[config.mk]
export PLATFORM = sky130hd
export DESIGN_NAME = instruction_decoder
export DESIGN_NICKNAME = d
export VERILOG_FILES = /design/src/rtl/instruction_decoder.sv
export SDC_FILE = /design/constraint.sdc
export NUM_CORES = 1
export LEC_CHECK = 0
export BUFFER_PORTS_ARGS = -buffer_cell sky130_fd_sc_hd__buf_2
export CORE_ASPECT_RATIO = 1.75
export CORE_MARGIN = 2
export CORE_UTILIZATION = 50
export CTS_CLUSTER_DIAMETER = 40
export CTS_CLUSTER_SIZE = 40
export DETAILED_ROUTE_END_ITERATION = 8
export GPL_TIMING_DRIVEN = 0
export PLACE_DENSITY = 0.69
export SYNTH_ARGS = -nofsm -noshare
export SYNTH_HDL_FRONTEND = slang
export SYNTH_SLANG_ARGS = --single-unit
[constraint.sdc]
create_clock -name clk -period 3 [get_ports clk]
set_input_delay 0.45 -clock clk [delete_from_list [all_inputs] [get_ports clk]]
set_output_delay 0.45 -clock clk [all_outputs]
set_load 0.005 [all_outputs]
[src/rtl/instruction_decoder.sv]
// instruction_decoder
//   Parses ASCII puzzle lines such as "turn on 0,0 through 999,999\n", one
//   byte per handshake, and emits one packed command per valid line on a
//   valid/ready/last stream. A one-deep holding register delays every command
//   until the following line (or end of input) is known, so instr_last can be
//   set on the final word when it is presented.
//
//   state  | meaning
//   -------+-----------------------------------------------------------
//   IDLE   | first cycle after reset; input not yet accepted
//   PARSE  | accepting bytes, building fields of the current line
//   FLUSH  | input finished; waiting for the output reg to drain
//   DONE   | final command presented (or none); waits for reset
//
// Ports
//   clk, reset          clock, synchronous active-high reset
//   in_valid/in_ready   byte stream handshake; in_data byte, in_last marks end
//   instr_valid/ready   command stream handshake; instr_last on final word
//   instr_data          {op[1:0], start_row, start_col, end_row, end_col}
//   cmd_count           saturating count of accepted commands
//   parse_error         sticky: malformed line or empty input
//   done                sticky: final command delivered
module instruction_decoder #(
  parameter int POSITION_BITS     = 12,
  parameter int INSTRUCTION_WIDTH = 2 + 4 * POSITION_BITS,
  parameter int COUNT_WIDTH       = 16
) (
  input  logic                         clk,
  input  logic                         reset,
  input  logic                         in_valid,
  output logic                         in_ready,
  input  logic [7:0]                   in_data,
  input  logic                         in_last,
  output logic                         instr_valid,
  input  logic                         instr_ready,
  output logic                         instr_last,
  output logic [INSTRUCTION_WIDTH-1:0] instr_data,
  output logic [COUNT_WIDTH-1:0]       cmd_count,
  output logic                         parse_error,
  output logic                         done
);

  localparam int PB = POSITION_BITS;

  typedef enum logic [1:0] {S_IDLE, S_PARSE, S_FLUSH, S_DONE} state_t;

  state_t                         state;
  logic [PB-1:0]                  acc;
  logic [PB-1:0]                  fld [4];
  logic [2:0]                     cnt;      // fields started this line, saturates at 5
  logic                           in_digit;
  logic                           op_g;
  logic                           op_f;
  logic                           nonws;
  logic                           held_valid;
  logic [INSTRUCTION_WIDTH-1:0]   held_data;

  logic                           accept;
  logic                           is_digit;
  logic                           is_ws;
  logic                           line_end;
  logic [PB-1:0]                  acc_n;
  logic [2:0]                     cnt_n;
  logic [PB-1:0]                  fld_n [4];
  logic                           g_n;
  logic                           f_n;
  logic                           nonws_n;
  logic [1:0]                     op_n;
  logic [INSTRUCTION_WIDTH-1:0]   cmd_n;
  logic                           complete;
  logic                           bad;

  assign in_ready = (state == S_PARSE) && !instr_valid;
  assign accept   = in_valid && in_ready;

  // Next parser state including the byte currently offered, so that a line
  // terminated by an in_last digit still counts that digit.
  always_comb begin
    is_digit = (in_data >= 8'h30) && (in_data <= 8'h39);
    is_ws    = (in_data == 8'h20) || (in_data == 8'h0d) ||
               (in_data == 8'h09) || (in_data == 8'h0a);
    line_end = (in_data == 8'h0a) || in_last;
    acc_n    = acc;
    cnt_n    = cnt;
    g_n      = op_g;
    f_n      = op_f;
    nonws_n  = nonws || !is_ws;
    for (int i = 0; i < 4; i++) fld_n[i] = fld[i];

    if (is_digit) begin
      if (in_digit) begin
        acc_n = (acc << 3) + (acc << 1) + {{(PB-4){1'b0}}, in_data[3:0]};
      end else begin
        acc_n = {{(PB-4){1'b0}}, in_data[3:0]};
        if (cnt < 3'd5) cnt_n = cnt + 3'd1;
      end
      // The open field is kept current so no separate close step is needed.
      if (cnt_n >= 3'd1 && cnt_n <= 3'd4) fld_n[cnt_n[1:0] - 2'd1] = acc_n;
    end else if (cnt == 3'd0) begin
      if (in_data == 8'h67) g_n = 1'b1;
      if (in_data == 8'h66) f_n = 1'b1;
    end

    op_n     = g_n ? 2'b01 : (f_n ? 2'b00 : 2'b11);
    cmd_n    = {op_n, fld_n[0], fld_n[1], fld_n[2], fld_n[3]};
    complete = line_end && (cnt_n == 3'd4);
    bad      = line_end && !complete && ((cnt_n != 3'd0) || nonws_n);
  end

  always_ff @(posedge clk) begin
    if (reset) begin
      state       <= S_IDLE;
      acc         <= '0;
      cnt         <= '0;
      in_digit    <= 1'b0;
      op_g        <= 1'b0;
      op_f        <= 1'b0;
      nonws       <= 1'b0;
      for (int i = 0; i < 4; i++) fld[i] <= '0;
      held_valid  <= 1'b0;
      held_data   <= '0;
      instr_valid <= 1'b0;
      instr_last  <= 1'b0;
      instr_data  <= '0;
      cmd_count   <= '0;
      parse_error <= 1'b0;
      done        <= 1'b0;
    end else begin
      if (instr_valid && instr_ready) begin
        instr_valid <= 1'b0;
        if (cmd_count != {COUNT_WIDTH{1'b1}}) cmd_count <= cmd_count + 1'b1;
        if (instr_last) done <= 1'b1;
      end

      case (state)
        S_IDLE: state <= S_PARSE;

        S_PARSE: begin
          if (accept) begin
            if (line_end) begin
              acc      <= '0;
              cnt      <= '0;
              in_digit <= 1'b0;
              op_g     <= 1'b0;
              op_f     <= 1'b0;
              nonws    <= 1'b0;
              for (int i = 0; i < 4; i++) fld[i] <= '0;
            end else begin
              acc      <= acc_n;
              cnt      <= cnt_n;
              in_digit <= is_digit;
              op_g     <= g_n;
              op_f     <= f_n;
              nonws    <= nonws_n;
              for (int i = 0; i < 4; i++) fld[i] <= fld_n[i];
            end
            // in_ready implies the output reg is empty, so held can always move out.
            if (complete) begin
              if (held_valid) begin
                instr_valid <= 1'b1;
                instr_data  <= held_data;
                instr_last  <= 1'b0;
              end
              held_data  <= cmd_n;
              held_valid <= 1'b1;
            end
            if (bad) parse_error <= 1'b1;
            if (in_last) state <= S_FLUSH;
          end
        end

        S_FLUSH: begin
          if (!instr_valid) begin
            if (held_valid) begin
              instr_valid <= 1'b1;
              instr_data  <= held_data;
              instr_last  <= 1'b1;
              held_valid  <= 1'b0;
            end else begin
              parse_error <= 1'b1;
              done        <= 1'b1;
            end
            state <= S_DONE;
          end
        end

        default: state <= S_DONE;
      endcase
    end
  end

endmodule

==> results.md <==
Timing:
- The count of endpoints failing setup in the final report is 0.
- The total negative slack is 0 ns.
- The setup clock skew after layout is 0.0127 ns.
- Across all hold checks on the routed design, the worst slack comes to 0.331 ns.
- The max-slew violation total from the final report is 0.
- The hold violation total from the final report is 0.
- In the post-route analysis, the smallest setup slack over all paths is 0.103 ns.
- The peak clock frequency supported by timing is 345 MHz.
- The final critical delay including setup and external delays is 2.90 ns.
- The transition time at the pin with the least slew margin is 0.935 ns.
- In this run the tightest slew margin relative to its limit is 37.7%.
- The share of the clock period used by the worst path after layout is 96.6%.

Synth:
- Among all flip-flop cells after synthesis, the most frequent one is dfxtp_1.
- Synthesis inferred 189 register bits.
- The cell count after synthesis is 858.
- The synthesized design contains 36 enable-type register cells.
- During synthesis, Yosys emitted a total of 0 warnings.
- The post-synthesis net count is 898.
- The per-instance average area after synthesis is 9.90 um^2.
- The share of synthesized area occupied by flip-flops and latches is 48.8%.
- In this run the cell area of the synthesized design comes to 0.00850 mm^2.
- The number of distinct library cell variants in the gate-level netlist after synthesis is 67.
- The share of flip-flops with an asynchronous set or reset after synthesis is 0%.

Clock network:
- Counting along the longest clock path gives a buffer depth of 2.
- The total of hold buffers inserted after clock tree synthesis is 0.
- Clock latency on the worst-skew pair, taken at its later pin, is 0.45 ns.
- Clock tree synthesis found a total of 189 sinks.
- The CTS root buffer is clkbuf_16.
- After clock tree synthesis, the clock-pin slew on the worst setup and hold paths is 0.08 ns.
- The H-tree was split into 4 levels.
- The number of CTS-inserted buffers is 17.
- The clock tree from TritonCTS is done.

Worst setup path:
- Data on the critical path is required at its endpoint by 3.30 ns.
- By startpoint and endpoint, the worst setup path is classified as reg -> reg.
- In this run the critical register-to-register path is launched from acc[0]$_SDFFE_PP0P_.
- The worst register-to-register path ends at fld[1][10]$_SDFFCE_PN0P_.
- The critical-path maximum fanout is 3.
- The setup check on the worst reg-to-reg path leaves a slack of 0.10 ns.
- The critical path capture point is fld[1][10]$_SDFFCE_PN0P_.
- The logic depth of the worst register-to-register path is 10.
- The arrival time reported for the critical path endpoint is 3.19 ns.
- The kind of start point of the critical path is a flop.
- STA classifies the critical path endpoint as a flop.
- The critical path startpoint is acc[0]$_SDFFE_PP0P_.

Drt:
- The routed design has 21300 um of wire.
- The number of detailed-route iterations in the first pass is 5.
- The via-per-instance ratio is 5.49.
- The DRC marker count from the first detailed-route iteration is 374.
- After detailed routing, the average wire length per cell comes to 17.8 um.
- Across all layers, the routed design uses 6586 vias.
- The number of nets with antenna violations after routing is 0.
- In the routed design, unresolved DRC markers number 0.

Die:
- The placeable core area is 0.0168 mm^2.
- The floorplan step defined a die boundary enclosing 0.0181 mm^2.
- The die is 176 um tall.
- The die is 103 um wide.
- The standard-cell row count is 63.
- The starting density of the core is 50.6%.
- The boundary pin count is 84.

Power and ir drop:
- The cell leakage power is 4.32 nW.
- The worst vdd rail ir drop is 0.400 mV.
- The completed layout was analyzed and its total power is 5.24 mW.
- Dividing total power by cell area gives a power density of 529 mW/mm^2.

Place:
- The placed instances occupy a cell area of 0.00919 mm^2.
- Detailed placement finished with a half-perimeter wire length of 15500 um.
- After detailed placement, the design holds a cell count of 1166.
- The last weighted congestion value of the routability-driven placer is 0.901.
- The count of input and output buffers is 81.
- Before CTS, the worst setup slack after placement is -0.748 ns.

Outcome:
- The flow ran to the end, and the final reports show no timing, DRC or antenna violations.

Global route:
- The maximum number of pins on one net before global-route repair is 23.
- Summed over all layers, the global routing overflow is 0.
- The global-route wire length before repair is 33800 um.
- For this run, the total global-route usage over all layers was measured as 24.6%.
- The via count of the first global-routing pass was 6336.
- The number of antenna violations at the first check in global routing is 0.

Layout:
- The synthesis-to-layout area growth is 16.7%.
- The share of post-route cells with drive strength above 1 is 18.7%.
- The final core utilization is 59.0%.
- The fill cell total of the finished layout is 1507.
- After routing the design area is 0.00991 mm^2.
- The count of cells in the finished layout, fillers not included, comes to 1200.
- The antenna cell count is 0.
- The final net count is 1000.

Worst hold path:
- The min-delay analysis places its worst path in the category in -> reg.

Job:
- The tool flagged a number of max-cap violations equal to 0.
layer usage:
| metal | GRT usage (%) | up-vias | routed length (um) |
|---|---|---|---|
| met5 | 0 | - | 0 |
| met4 | 10.3 | 0 | 734 |
| met3 | 4.20 | 37 | 903 |
| met2 | 42.6 | 178 | 11000 |
| met1 | 29.4 | 3123 | 8750 |
| li1 | - | 3248 | - |
kinds of logic (layout without fill, tap and decap cells):
family,count (synthesis),in the layout,share of synthesized area [%]
mux,88,88,10.4
compound gates,156,156,13.6
buf+inv,80,195,4.77
flops,189,189,48.8
xor+xnor,18,18,1.86
fa+ha+maj,27,27,4.15
simple gates,300,300,16.4
critical path: stages (launching register included):
cell	delay [ns]
dfxtp_2	0.37
inv_1	0.06
fa_1	0.50
fa_1	0.47
nand2b_1	0.22
a21o_1	0.24
a21oi_2	0.21
mux2i_4	0.35
buf_12	0.15
nand2_1	0.05
a21oi_1	0.14
what timing repair did:
item,4_1_cts,5_1_grt
pin swaps,0,1
endpoints found under the setup margin,27,12
resized for setup,8,6
setup buffers,1,1
registers in the layout, summed over array words and instances (netlist names):
| signal | count |
|---|---|
| held_data | 50 |
| instr_data | 50 |
| fld | 48 |
| cmd_count | 16 |
| acc | 11 |
| cnt | 3 |
| state | 2 |
| done | 1 |
| held_valid | 1 |
| in_digit | 1 |
| instr_last | 1 |
| instr_valid | 1 |
| nonws | 1 |
| op_f | 1 |
| op_g | 1 |
| parse_error | 1 |
where the power goes:
part | switching, mW | internal, mW | leakage, nW
Clock | 1.19 | 1.16 | 0.303
Combinational | 0.174 | 0.0702 | 2.40
Sequential | 0.0182 | 2.63 | 1.61
area by class of cell:
| cell class | instances | area, um^2 | area share (%) |
|---|---|---|---|
| multi-input combinational | 589 | 4010 | 40.4 |
| tap | 227 | 284 | 2.87 |
| buffer | 61 | 334 | 3.37 |
| clock inverter | 15 | 199 | 2.01 |
| sequential | 189 | 4150 | 41.8 |
| clock buffer | 17 | 425 | 4.29 |
| inverter | 19 | 71.3 | 0.719 |
| timing repair buffer | 83 | 445 | 4.49 |
cells in the mapped netlist, drive strengths merged (12+ instances only):
cell type	count	share of area, %
o21ai	18	1.1
nand3	18	1.1
edfxtp	36	13
nand2	44	1.9
mux2i	85	10
buf	29	2.5
clkbuf	32	1.4
xor2	13	1.3
ha	25	3.7
nor2	158	7.0
inv	19	0.84
a21oi	35	2.1
and2	12	0.88
dfxtp	153	36
a211oi	35	3.6
cells in the final DEF (no fill, tap or decap), types with 5 or more instances in the layout:
| master | count |
|---|---|
| nor2_1 | 157 |
| nand4_1 | 5 |
| a22oi_1 | 9 |
| and3_1 | 5 |
| a211oi_2 | 8 |
| a31oi_1 | 5 |
| nor3_1 | 10 |
| nand2_1 | 44 |
| ha_1 | 25 |
| a22o_1 | 10 |
| mux2i_1 | 83 |
| and2_1 | 11 |
| xor2_1 | 13 |
| buf_2 | 100 |
| a21oi_1 | 33 |
| or2_2 | 5 |
| o21ai_0 | 15 |
| nand2b_1 | 10 |
| a211oi_1 | 26 |
| xnor2_1 | 5 |
| clkbuf_16 | 17 |
| o21a_1 | 8 |
| buf_6 | 8 |
| inv_1 | 19 |
| dfxtp_1 | 151 |
| edfxtp_1 | 36 |
| clkbuf_1 | 31 |
| nand3_1 | 18 |
| a21o_1 | 5 |
| nand3b_1 | 8 |
how the worst min path moves through the flow:
stage / startpoint / endpoint / slack, ns / cells after the start
4_1_cts: instr_ready / done$_SDFF_PP0_ / 0.32 / 3
3_5_place_dp: held_data[20]$_SDFFE_PP0P_ / held_data[20]$_SDFFE_PP0P_ / 0.45 / 2
6_report: instr_ready / done$_SDFF_PP0_ / 0.33 / 3
3_3_place_gp: held_data[20]$_SDFFE_PP0P_ / held_data[20]$_SDFFE_PP0P_ / 0.44 / 2
2_1_floorplan: acc[9]$_SDFFE_PP0P_ / acc[9]$_SDFFE_PP0P_ / 0.43 / 2
5_1_grt: instr_ready / done$_SDFF_PP0_ / 0.35 / 3
Note: power is estimated with default switching activity, not from simulation.
